$ cat config.mk
export PLATFORM = sky130hd
export DESIGN_NAME = rdyval_rr_arbiter
export DESIGN_NICKNAME = d
export VERILOG_FILES = /design/src/rtl/hs_pkg.sv /design/src/rtl/rdyval_rr_arbiter_rr_pick.sv /design/src/rtl/rdyval_rr_arbiter.sv
export SDC_FILE = /design/constraint.sdc
export NUM_CORES = 1
export LEC_CHECK = 0
export BUFFER_PORTS_ARGS = -buffer_cell sky130_fd_sc_hd__buf_2
export CAP_MARGIN = 20
export CORE_MARGIN = 2
export CORE_UTILIZATION = 25
export DETAILED_ROUTE_END_ITERATION = 8
export PLACE_DENSITY = 0.61
export RECOVER_POWER = 100
export SLEW_MARGIN = 5
export SYNTH_ARGS = -nofsm -noshare
export SYNTH_HDL_FRONTEND = slang
export SYNTH_HIERARCHICAL = 1
export SYNTH_SLANG_ARGS = --single-unit
$ cat constraint.sdc
create_clock -name clk -period 4.4 [get_ports clk]
set_clock_uncertainty 0.2 [all_clocks]
set_input_delay 0.88 -clock clk [delete_from_list [all_inputs] [get_ports clk]]
set_output_delay 0.88 -clock clk [all_outputs]
set_load 0.05 [all_outputs]
$ cat src/rtl/hs_pkg.sv
// Shared handshake-arbiter definitions: FSM state encoding and the
// index-width helper used to size requester indices.
package hs_pkg;

  typedef enum logic [0:0] {
    ARB_IDLE   = 1'b0,
    ARB_LOCKED = 1'b1
  } arb_state_e;

  function automatic int idx_w(input int n);
    return (n > 1) ? $clog2(n) : 1;
  endfunction

endpackage

$ cat src/rtl/rdyval_rr_arbiter_rr_pick.sv
// Rotating-priority picker: selects the first asserted request at or after
// ptr, wrapping past N-1 back to 0.
module rr_pick
  import hs_pkg::*;
#(
  parameter int N = 4
) (
  input  logic [N-1:0]        req,
  input  logic [idx_w(N)-1:0] ptr,
  output logic [N-1:0]        gnt,
  output logic [idx_w(N)-1:0] idx,
  output logic                any
);

  localparam int IW = idx_w(N);

  logic [IW-1:0] cand_s;
  logic          hit_s;

  // walk candidates in priority order; only the first hit is recorded
  always_comb begin
    gnt    = '0;
    idx    = '0;
    any    = 1'b0;
    cand_s = '0;
    hit_s  = 1'b0;
    for (int i = 0; i < N; i++) begin
      cand_s      = IW'((int'(ptr) + i) % N);
      hit_s       = req[cand_s] & ~any;
      gnt[cand_s] = gnt[cand_s] | hit_s;
      idx         = hit_s ? cand_s : idx;
      any         = any | hit_s;
    end
  end

endmodule

$ cat src/rtl/rdyval_rr_arbiter.sv
// Packet-aware round-robin merge of N rdy/vld streams into one registered
// output stage; a channel keeps the grant from its first beat until i_last.
module rdyval_rr_arbiter
  import hs_pkg::*;
#(
  parameter int N      = 4,
  parameter int DWIDTH = 32
) (
  input  logic                   clk,
  input  logic                   rst,
  input  logic [N-1:0]           i_vld,
  output logic [N-1:0]           i_rdy,
  input  logic [N*DWIDTH-1:0]    i_dat,
  input  logic [N-1:0]           i_last,
  output logic                   o_vld,
  input  logic                   o_rdy,
  output logic [DWIDTH-1:0]      o_dat,
  output logic                   o_last,
  output logic [idx_w(N)-1:0]    o_src
);

  localparam int            IW       = idx_w(N);
  localparam logic [IW-1:0] LAST_IDX = IW'(N - 1);

  function automatic logic [IW-1:0] next_idx(input logic [IW-1:0] cur);
    return (cur == LAST_IDX) ? IW'(0) : cur + IW'(1);
  endfunction

  arb_state_e        state_r;
  logic [IW-1:0]     ptr_r;
  logic [IW-1:0]     lock_idx_r;

  logic              load_en_s;
  logic              xfer_s;
  logic [N-1:0]      grant_s;
  logic [N-1:0]      rdy_s;
  logic [IW-1:0]     win_idx_s;
  logic [DWIDTH-1:0] win_dat_s;
  logic              win_last_s;
  logic [N-1:0]      pick_gnt_s;
  logic [IW-1:0]     pick_idx_s;
  logic              pick_any_s;

  assign load_en_s = ~o_vld | o_rdy;

  rr_pick #(
    .N(N)
  ) u_pick (
    .req (i_vld),
    .ptr (ptr_r),
    .gnt (pick_gnt_s),
    .idx (pick_idx_s),
    .any (pick_any_s)
  );

  // grant follows the rotating pick when idle, pinned to lock_idx otherwise
  always_comb begin
    grant_s   = '0;
    win_idx_s = '0;
    case (state_r)
      ARB_IDLE: begin
        grant_s   = pick_any_s ? pick_gnt_s : '0;
        win_idx_s = pick_idx_s;
      end
      ARB_LOCKED: begin
        grant_s[lock_idx_r] = 1'b1;
        win_idx_s           = lock_idx_r;
      end
      default: begin
        grant_s   = '0;
        win_idx_s = '0;
      end
    endcase
  end

  // ready is masked during reset so no upstream beat is consumed then
  assign rdy_s  = (load_en_s & ~rst) ? grant_s : '0;
  assign i_rdy  = rdy_s;
  assign xfer_s = |(rdy_s & i_vld);

  // one-hot mux of the granted channel's payload
  always_comb begin
    win_dat_s  = '0;
    win_last_s = 1'b0;
    for (int k = 0; k < N; k++) begin
      win_dat_s  = win_dat_s | ({DWIDTH{grant_s[k]}} & i_dat[k*DWIDTH +: DWIDTH]);
      win_last_s = win_last_s | (grant_s[k] & i_last[k]);
    end
  end

  // output register stage plus packet-lock FSM and rotation pointer
  always_ff @(posedge clk or posedge rst) begin
    if (rst) begin
      o_vld      <= 1'b0;
      o_dat      <= '0;
      o_last     <= 1'b0;
      o_src      <= '0;
      state_r    <= ARB_IDLE;
      ptr_r      <= '0;
      lock_idx_r <= '0;
    end else begin
      if (load_en_s) begin
        o_vld <= xfer_s;
        if (xfer_s) begin
          o_dat  <= win_dat_s;
          o_last <= win_last_s;
          o_src  <= win_idx_s;
        end
      end
      if (xfer_s) begin
        case (state_r)
          ARB_IDLE: begin
            if (win_last_s) begin
              ptr_r <= next_idx(win_idx_s);
            end else begin
              state_r    <= ARB_LOCKED;
              lock_idx_r <= win_idx_s;
            end
          end
          ARB_LOCKED: begin
            if (win_last_s) begin
              state_r <= ARB_IDLE;
              ptr_r   <= next_idx(lock_idx_r);
            end
          end
          default: begin
            state_r <= ARB_IDLE;
          end
        endcase
      end
    end
  end

endmodule

==> summary.txt, run 1 <==
Worst setup path
  • Worst path bufs/invs: 2
  • Critical Path Start: ptr_r[1]
  • Worst path slowest cell: mux4_2
  • Worst EP arrival: 3.33 ns
  • CP startpoint kind: flip-flop
  • FF-to-FF setup slack: 0.23 ns
  • CP max stage delay: 0.47 ns
  • Critical path class: reg -> out
  • CP max FO: 8
  • CP most frequent cell: a22oi_2
  • Worst path cell trace: buf_4 > ha_1 > mux4_2 > mux2_4 > a22oi_2 > nand3_1 > a22oi_2 > o21a_2 > mux2i_1 > a22o_1 > and2_4 > buf_6
  • WP data required: 3.32 ns
  • Critical R2R Launch: ptr_r[1]
  • Top Family by Delay on Critical Path: multiplexers
  • Crit end category: output port

Route
  • Routed Wire Length: 10450 µm
  • Routed length per instance: 15.66 µm
  • Total number of vias: 3398
  • DRT Pass-1 Iters: 4
  • Drt drc: 0
  • Via density: 5.094
  • Post-DRT Antenna Nets: 0
  • Iteration-0 DRC Markers: 92

Clocking
  • CTS clk-pin slew, worst paths: 0.06 ns
  • CTS root buf: clkbuf_16
  • TritonCTS clock tree: built
  • CTS Sinks: 41
  • Bufs on Longest Clock Path: 2
  • Post-CTS Hold Buffers: 0
  • H-tree Lvls: 2
  • CTS Buf Count: 5
  • Clk Latency, worst-skew pair: 0.28 ns

Placed design
  • Post-DP Area: 4260 µm²
  • Gpl congestion: 0.8409
  • Pre-CTS WS: -0.06797 ns
  • Buffers added on ports: 178
  • Final HPWL DP: 8109 µm

Final layout
  • Finished Cell Area: 4528 µm²
  • Layout overhead on the synthesized area: 47.96%
  • Number of antenna cells inserted: 0
  • Nets: 667
  • Commonest non-fill, non-tap cell in the layout: buf_2
  • Most frequent cells in the layout: buf_2, a22oi_1, nor2_1, dfrtp_1, clkbuf_1
  • Share of cells above drive strength 1: 45.00%

Synthesis
  • Top_reg_cell synth: dfrtp_1
  • Number of distinct library cells after synthesis: 47
  • Post-Syn Area: 3060 µm²
  • Register area share after synthesis: 33.52%
  • Yosys synthesis warning count: 6
  • Synth top area share: 33.52%
  • Syn_nets: 470
  • Mapped Cells: 322
  • Syn Area/Cell: 9.504 µm²
  • Post-synthesis mux area share: 10.96%
  • Ranking of synthesized cells by area: dfrtp_1, a22oi_1, a31oi_1, nor2_1, ha_1
  • Largest area contributor in the netlist: dfrtp_1
  • XOR/XNOR share of the synthesized area: 0%
  • Ys async rst share: 100.0%
  • Number of flops mapped to enable cells by yosys: 0
  • Simple-gate share of the synthesized area: 11.61%
  • Synth Area in Adders: 3.679%
  • Largest family of logic cells by synthesized area: compound AO/OA/AOI/OAI gates
  • Yosys reg bits: 41
  • Post-synthesis compound-gate area fraction: 34.18%

Floorplanning
  • Area of the core: 11960 µm²
  • Row count: 40
  • DIE HEIGHT: 114.6 µm
  • Initial Util: 25.59%
  • Die span in x: 114.6 µm
  • Die ar.: 13140 µm²
  • Io pins: 179

Timing
  • Final setup margin: -0.008803 ns
  • Worst-Margin Slew: 0.6787 ns
  • Post-route minimum period: 4.409 ns
  • Tcrit/Tclk final: 100.2%
  • Final Hold Viols: 0
  • Final setup fails: 2
  • Relative slew slack: 54.95%
  • RSZ-0062 raised after global routing: true
  • FMAX: 226.8 MHz
  • Slew Viols, Final: 0
  • Hold_ws: 0.2919 ns

GRT
  • Largest net degree at the start of global routing: 47
  • Vias in the first global route: 3277
  • Grt total ovfl: 0
  • Initial antenna violation count: 0
  • First-pass GRT wire length: 16310 µm
  • Total GRT Usage: 15.68%

Run status
  • Status: complete, but fails checks
  • Failing checks: negative setup slack

Hold path
  • Worst min-delay path startpoint: o_last
  • Hold crit path type: reg -> reg

Run
  • Max Cap Viol: 0
stage by stage:
step | std cells | util, % | TNS (ns)
2_1_floorplan | 322 | - | 0
3_5_place_dp | 651 | 35.62 | -1.445
4_1_cts | 659 | 37.28 | -0.01824
3_3_place_gp | 651 | 35.62 | -0.05557
5_1_grt | 667 | 37.86 | -0.6300
6_report | 667 | 37.86 | -0.01130
worst reg2reg max path: stages (launching register included):
cell	delay (ns)
dfrtp_1	0.40
buf_4	0.18
ha_1	0.20
mux4_2	0.47
mux2_4	0.33
a22oi_2	0.26
nand3_1	0.12
a22oi_2	0.21
o21a_2	0.22
mux2i_1	0.11
buf_4	0.15
a22o_1	0.19
o2111a_2	0.27
a31o_2	0.25
buf_4	0.18
mux2_4	0.30
layout make-up:
type	instances	area (µm²)
flip-flops and latches	41	1027
well taps	147	183.9
clock inverters	3	17.52
repair buffers	217	1217
inverters	8	32.53
clock buffers	5	125.1
multi-input cells	246	1924
fillers	1190	7433
kinds of logic (layout without fill, tap and decap cells):
group	after synthesis	after routing
adder cells (fa/ha/maj)	9	9
multiplexers	24	24
buffers and inverters	35	233
AO/OA/AOI/OAI	138	138
AND/OR/NAND/NOR	75	75
flip-flops	41	41
final timing paths:
path,endpoint,cells after the start
min in group asynchronous,o_last,3
setup / recovery,i_rdy[2],12
hold reg to reg,o_last,1
hold / removal,o_last,1
max in group asynchronous,ptr_r[0],3
setup reg to reg,o_src[0],15
timing repair:
action | in CTS | in global routing
setup endpoints to repair | 4 | 29
pin swaps | 3 | 3
gates cloned | 0 | 1
setup buffers | 0 | 7
gates resized for setup | 13 | 9
cell usage after synthesis, types with 2 or more instances:
cell type,instances
a211o_1,2
mux2_4,4
clkbuf_1,10
inv_1,8
o21ai_1,2
nor2_1,43
a22o_1,5
buf_6,5
mux2i_1,5
nand2b_1,3
nand2_1,8
dfrtp_1,41
a22oi_2,2
mux2_2,10
o21ai_0,2
ha_1,9
and2_1,6
a211oi_1,3
mux4_2,5
nor2b_1,4
buf_2,10
a31oi_1,34
a22oi_1,69
a21oi_1,6
nor3_1,4
sequential cells by signal, indices dropped and copies added, names as in the netlist:
| name | flops |
|---|---|
| o_last | 1 |
| lock_idx_r | 2 |
| o_dat | 32 |
| o_src | 2 |
| ptr_r | 2 |
| o_vld | 1 |
| state_r | 1 |
metal layers:
metal  vias to the layer above  global-route usage, %  wire length, µm
met5                         -                      0                0
met1                      1592                  18.68             4214
met4                         0                  6.016              223
li1                       1656                      -                -
met2                       134                  27.97             5413
met3                        16                  2.753              594
Power of run 1 is not shown: default switching activity piles up to over one toggle a cycle in this logic, so the estimate is an artifact.
==> run 2, diff against run 1 <==
--- a/config.mk
+++ b/config.mk
@@ -10,7 +10,8 @@
 export CORE_MARGIN = 2
 export CORE_UTILIZATION = 25
 export DETAILED_ROUTE_END_ITERATION = 8
-export PLACE_DENSITY = 0.61
+export HOLD_SLACK_MARGIN = 0.03
+export PLACE_DENSITY = 0.62
 export RECOVER_POWER = 100
 export SLEW_MARGIN = 5
 export SYNTH_ARGS = -nofsm -noshare
==> run 2 against run 1 <==
Hold slack gained 0.0044 ns. Sequential share of layout area is 0.24 points lower. Non-clock buffer count is the same. Die area unchanged. Critical path depth unchanged. Design area rose by 1.1%. Final cell count stayed put. The run still ends with negative setup slack left. Fmax fell by 0.68%. Via count is 2.0% higher. Wire length increased by 5.0%.
==> summary.txt, run 2 (same netlist as run 1, synthesis figures left out) <==
Clocking
  • H-tree Lvls: 2 (unchanged)
  • CTS Buf Count: 5 (unchanged)
  • TritonCTS clock tree: built
  • Clk Latency, worst-skew pair: 0.28 ns (about the same)
  • Post-CTS Hold Buffers: 0 (unchanged)
  • CTS root buf: clkbuf_16
  • CTS clk-pin slew, worst paths: 0.06 ns (about the same)
  • CTS Sinks: 41 (unchanged)
  • Bufs on Longest Clock Path: 2 (unchanged)

Hold path
  • Depth of the worst hold-timing path: 1 (unchanged)
  • Hold crit path type: reg -> reg

Route
  • Post-DRT Antenna Nets: 0 (unchanged)
  • Routed Wire Length: 10970 µm (+5.0%)
  • Via density: 5.196 (+2.0%)
  • Drt drc: 0 (unchanged)
  • Iteration-0 DRC Markers: 199 (+120%)
  • Total number of vias: 3466 (+2.0%)
  • Routed length per instance: 16.45 µm (+5.0%)
  • DRT Pass-1 Iters: 5 (+1)

Timing
  • RSZ-0062 raised after global routing: true
  • Final setup margin: -0.03915 ns (-0.03035 ns)
  • Tcrit/Tclk final: 100.9% (+0.69 points)
  • Relative slew slack: 56.85% (+1.9 points)
  • FMAX: 225.3 MHz (-0.68%)
  • Post-route minimum period: 4.439 ns (+0.03035 ns)
  • Fin Setup TNS: -0.1127 ns (-0.1014 ns)
  • Final Hold Viols: 0 (unchanged)
  • Slew Viols, Final: 0 (unchanged)
  • Final setup fails: 4 (+2)
  • Worst-Margin Slew: 0.6500 ns (-0.02869 ns)

Run status
  • Status: complete, but fails checks
  • Failing checks: negative setup slack

Floorplanning
  • Io pins: 179 (unchanged)
  • Die span in x: 114.6 µm (unchanged)
  • Area of the core: 11960 µm² (unchanged)
  • DIE HEIGHT: 114.6 µm (unchanged)
  • Die ar.: 13140 µm² (unchanged)
  • Row count: 40 (unchanged)
  • Initial Util: 25.59% (unchanged)

GRT
  • Largest net degree at the start of global routing: 43 (-8.5%)
  • First-pass GRT wire length: 17060 µm (+4.6%)
  • Total GRT Usage: 16.42% (+0.74 points)
  • Grt total ovfl: 0 (unchanged)
  • Initial antenna violation count: 1 (+1)
  • Vias in the first global route: 3474 (+6.0%)

Final layout
  • Final Util: 38.26% (+0.41 points)
  • Top reg by flops: o_dat
  • Multi-input logic area: 1914 µm² (-0.52%)
  • Final Non-Filler Cells: 667 (unchanged)
  • FILL cells: 1205 (+1.3%)
  • Most frequent cells in the layout: buf_2, a22oi_1, nor2_1, dfrtp_1, clkbuf_1
  • Number of antenna cells inserted: 0 (unchanged)
  • Nets: 667 (unchanged)
  • Layout overhead on the synthesized area: 49.55%
  • Register area: 1027 µm² (unchanged)
  • Commonest non-fill, non-tap cell in the layout: buf_2
  • Share of cells above drive strength 1: 44.81% (-0.19 points)
  • Finished Cell Area: 4577 µm² (+1.1%)
  • Max reg flops: 32 (unchanged)

Placed design
  • Final HPWL DP: 8197 µm (+1.1%)
  • Gpl congestion: 0.8511 (+1.2%)
  • Buffers added on ports: 178 (unchanged)
  • Post-DP Area: 4265 µm² (+0.12%)
  • Placed Cells: 651 (unchanged)

Worst setup path
  • CP startpoint kind: flip-flop
  • CP max FO: 5 (-3)
  • Crit end category: output port
  • Worst R2R Path Depth: 16 (+1)
  • Worst EP arrival: 3.36 ns (+0.03 ns)
  • Critical path class: reg -> out
  • WP data required: 3.32 ns (about the same)

Run
  • Max Cap Viol: 0 (unchanged)
run 2: changes by cell type in the layout (fill, tap and decap cells not counted), sizes merged:
cell	before	now
bufinv	0	1
clkbuf	42	43
clkinv	2	0
run 2: critical path, stage by stage, from the launching register on:
cell	delay, ns
dfrtp_2	0.43
inv_4	0.06
ha_4	0.27
mux4_2	0.49
mux2_4	0.33
a22oi_2	0.24
nand3_1	0.12
a22oi_2	0.25
o21a_2	0.23
mux2i_2	0.09
a22o_1	0.23
and2_4	0.17
buf_8	0.14
run 2: worst paths after layout:
| path | startpoint | to | slack, ns |
|---|---|---|---|
| max in group asynchronous | rst | ptr_r[0] | 3.01 |
| min reg2reg | o_last | o_last | 0.30 |
| min in group asynchronous | rst | o_vld | 0.59 |
| min | o_last | o_last | 0.30 |
| max | ptr_r[0] | i_rdy[0] | -0.04 |
| max reg2reg | ptr_r[0] | o_src[0] | 0.08 |
run 2: area by class of cell:
class / count / area share [%]
clock inverters: 2 / 0.8201
multi-input cells: 246 / 41.83
well taps: 147 / 4.019
flip-flops and latches: 41 / 22.44
repair buffers: 217 / 27.15
clock buffers: 6 / 3.034
inverters: 8 / 0.7108
run 2: per-layer routing:
| metal | up-vias | share of wire (%) | routed length, µm | GRT usage (%) |
|---|---|---|---|---|
| met3 | 24 | 6.6 | 722 | 3.176 |
| li1 | 1659 | - | - | - |
| met5 | - | 0.10 | 11 | 0 |
| met2 | 152 | 52 | 5699 | 30.26 |
| met4 | 2 | 3.1 | 335 | 6.992 |
| met1 | 1629 | 38 | 4202 | 18.30 |
run 2: through the flow:
stage | hold WS, ns | setup slack [ns]
floorplan | 0.3485 | 0.02040
global placement | 0.2815 | 0.01271
detailed placement | 0.2904 | -0.03991
CTS | 0.3043 | -0.03026
global route | 0.3379 | -0.2074
finish | 0.2963 | -0.03915
run 2: repair_timing:
item                       4_1_cts  5_1_grt
pin swaps                        6        3
buffers inserted                 7        0
cloned                           0        1
gates resized for setup         18        7
setup endpoints to repair        4       41
Power of run 2 is left out for the same reason.
==> run 3, diff against run 2 <==
--- a/config.mk
+++ b/config.mk
@@ -9,10 +9,10 @@
 export CAP_MARGIN = 20
 export CORE_MARGIN = 2
 export CORE_UTILIZATION = 25
+export CTS_CLUSTER_DIAMETER = 30
 export DETAILED_ROUTE_END_ITERATION = 8
 export HOLD_SLACK_MARGIN = 0.03
 export PLACE_DENSITY = 0.62
-export RECOVER_POWER = 100
 export SLEW_MARGIN = 5
 export SYNTH_ARGS = -nofsm -noshare
 export SYNTH_HDL_FRONTEND = slang
==> run 3 against run 2 <==
The run still ends with negative setup slack left. Setup slack barely moved. Flip-flop and latch count unchanged. Via count up 0.35%. Hold slack got worse by 0.0046 ns. Clock-buffer cell count did not move. Design area increased by 0.98%. Sequential share of layout area is 0.22 points lower. Global-route usage unchanged. Final cell count stayed put. Non-clock buffer count unchanged. Critical path type is now in -> out. Largest cell class unchanged.
==> summary.txt, run 3 (same netlist as run 1, synthesis figures left out) <==
Clocking
  • Bufs on Longest Clock Path: 2 (unchanged)
  • TritonCTS clock tree: built
  • CTS root buf: clkbuf_16
  • H-tree Lvls: 2 (unchanged)
  • CTS Buf Count: 5 (unchanged)
  • CTS Sinks: 41 (unchanged)
  • Clk Latency, worst-skew pair: 0.28 ns (about the same)
  • CTS clk-pin slew, worst paths: 0.06 ns (about the same)

GRT
  • Grt total ovfl: 0 (unchanged)
  • Largest net degree at the start of global routing: 43 (unchanged)
  • Initial antenna violation count: 1 (unchanged)
  • Busiest grt layer: met2
  • Total GRT Usage: 16.42% (unchanged)
  • First-pass GRT wire length: 17060 µm (unchanged)
  • M3 GR Usage: 3.176% (unchanged)
  • Met2 Use GR: 30.26% (unchanged)
  • M1 GR Usage: 18.30% (unchanged)
  • Vias in the first global route: 3474 (unchanged)

Worst setup path
  • Crit end category: output port
  • Critical Path Start: i_vld[3]
  • FF-to-FF setup slack: 0.09 ns (about the same)
  • Critical R2R Launch: ptr_r[0]
  • Critical path class: in -> out
  • CP max FO: 5 (unchanged)
  • CP startpoint kind: input pin
  • Worst R2R Path Depth: 16 (unchanged)
  • WP data required: 3.32 ns (about the same)
  • Worst EP arrival: 3.36 ns (about the same)
  • Reg2Reg Capture Point: o_src[0]
  • Critical Path Sink: i_rdy[1]

Run
  • Max Cap Viol: 0 (unchanged)

Hold path
  • Hold crit path type: reg -> reg
  • Worst min-delay path startpoint: o_last

Timing
  • Tcrit/Tclk final: 100.9% (about the same)
  • Worst-Margin Slew: 0.6216 ns (-0.02840 ns)
  • FMAX: 225.3 MHz (about the same)
  • Final setup margin: -0.03870 ns (+0.0004517 ns)
  • Relative slew slack: 58.56% (+1.7 points)
  • Final Hold Viols: 0 (unchanged)
  • Slew Viols, Final: 0 (unchanged)
  • Fin Setup TNS: -0.07290 ns (+0.03984 ns)
  • Post-route minimum period: 4.439 ns (-0.0004517 ns)
  • RSZ-0062 raised after global routing: true
  • Hold_ws: 0.2917 ns (-0.004602 ns)
  • Final setup fails: 3 (-1)

Floorplanning
  • Initial Util: 25.59% (unchanged)
  • Die ar.: 13140 µm² (unchanged)
  • DIE HEIGHT: 114.6 µm (unchanged)
  • Area of the core: 11960 µm² (unchanged)
  • Die span in x: 114.6 µm (unchanged)
  • Row count: 40 (unchanged)
  • Io pins: 179 (unchanged)

Final layout
  • Top reg by flops: o_dat
  • Share of cells above drive strength 1: 51.92% (+7.1 points)
  • Most frequent cells in the layout: buf_2, a22oi_1, nor2_1, dfrtp_1, a31oi_1
  • Register area: 1027 µm² (unchanged)
  • Nets: 667 (unchanged)
  • Number of antenna cells inserted: 0 (unchanged)
  • Commonest non-fill, non-tap cell in the layout: buf_2
  • Max reg flops: 32 (unchanged)
  • Layout overhead on the synthesized area: 51.02%
  • Final Util: 38.64% (+0.38 points)
  • FILL cells: 1198 (-0.58%)
  • Multi-input logic area: 1914 µm² (unchanged)

Run status
  • Failing checks: negative setup slack
  • Status: complete, but fails checks

Route
  • Routed length per instance: 16.47 µm (+0.13%)
  • DRT Pass-1 Iters: 5 (unchanged)
  • Drt drc: 0 (unchanged)
  • Via density: 5.214 (+0.35%)
  • Iteration-0 DRC Markers: 179 (-10%)
  • Routed Wire Length: 10990 µm (+0.13%)
  • Total number of vias: 3478 (+0.35%)
  • Post-DRT Antenna Nets: 0 (unchanged)

Placed design
  • Gpl congestion: 0.8511 (unchanged)
  • Buffers added on ports: 178 (unchanged)
  • Final HPWL DP: 8197 µm (unchanged)
  • Pre-CTS WS: -0.03991 ns (unchanged)
[run 3: per-layer routing]
layer	up-vias	part of all wire, %	wire [µm]
li1	1660	-	-
met1	1635	38	4214
met5	-	0.10	11
met2	160	53	5807
met3	21	6.0	661
met4	2	2.7	292
[run 3: how the worst min path moves through the flow]
stage                                to  slack, ns  cells after the start
after global placement           o_last       0.28                      1
after global routing             o_last       0.34                      1
after detailed placement         o_last       0.29                      1
after CTS                        o_last       0.30                      1
final                            o_last       0.29                      1
after floorplan           lock_idx_r[1]       0.35                      1
[run 3: timing repair]
item | in CTS | in global routing
buffers inserted | 7 | 0
hold buffers | 0 | 0
pin swaps | 6 | 3
endpoints found under the hold margin | 0 | 0
resized for setup | 18 | 7
gates cloned | 0 | 1
endpoints found under the setup margin | 4 | 41
[run 3: critical path, stage by stage]
cell and delay [ns]:
buf_2 0.11, mux4_2 0.49, mux2_4 0.30, a22oi_4 0.09, buf_4 0.15, a22oi_1 0.19, a21oi_1 0.11, o21a_2 0.26
o21ai_1 0.23, nand2_1 0.10, o21ai_2 0.14, and2_4 0.16, buf_6 0.15
[run 3: cell type report]
class,count,share of cell area [%]
tap,147,3.979
timing repair buffer,217,27.86
multi-input combinational,246,41.42
clock buffer,6,3.005
inverter,8,0.7038
sequential,41,22.23
clock inverter,2,0.8121
[run 3: per-stage QoR]
stage | instances | cell area (µm²)
3_3_place_gp | 651 | 4265
4_1_cts | 666 | 4571
5_1_grt | 667 | 4622
3_5_place_dp | 651 | 4265
2_1_floorplan | 322 | 3077
6_report | 667 | 4622
Power of run 3 is left out for the same reason.
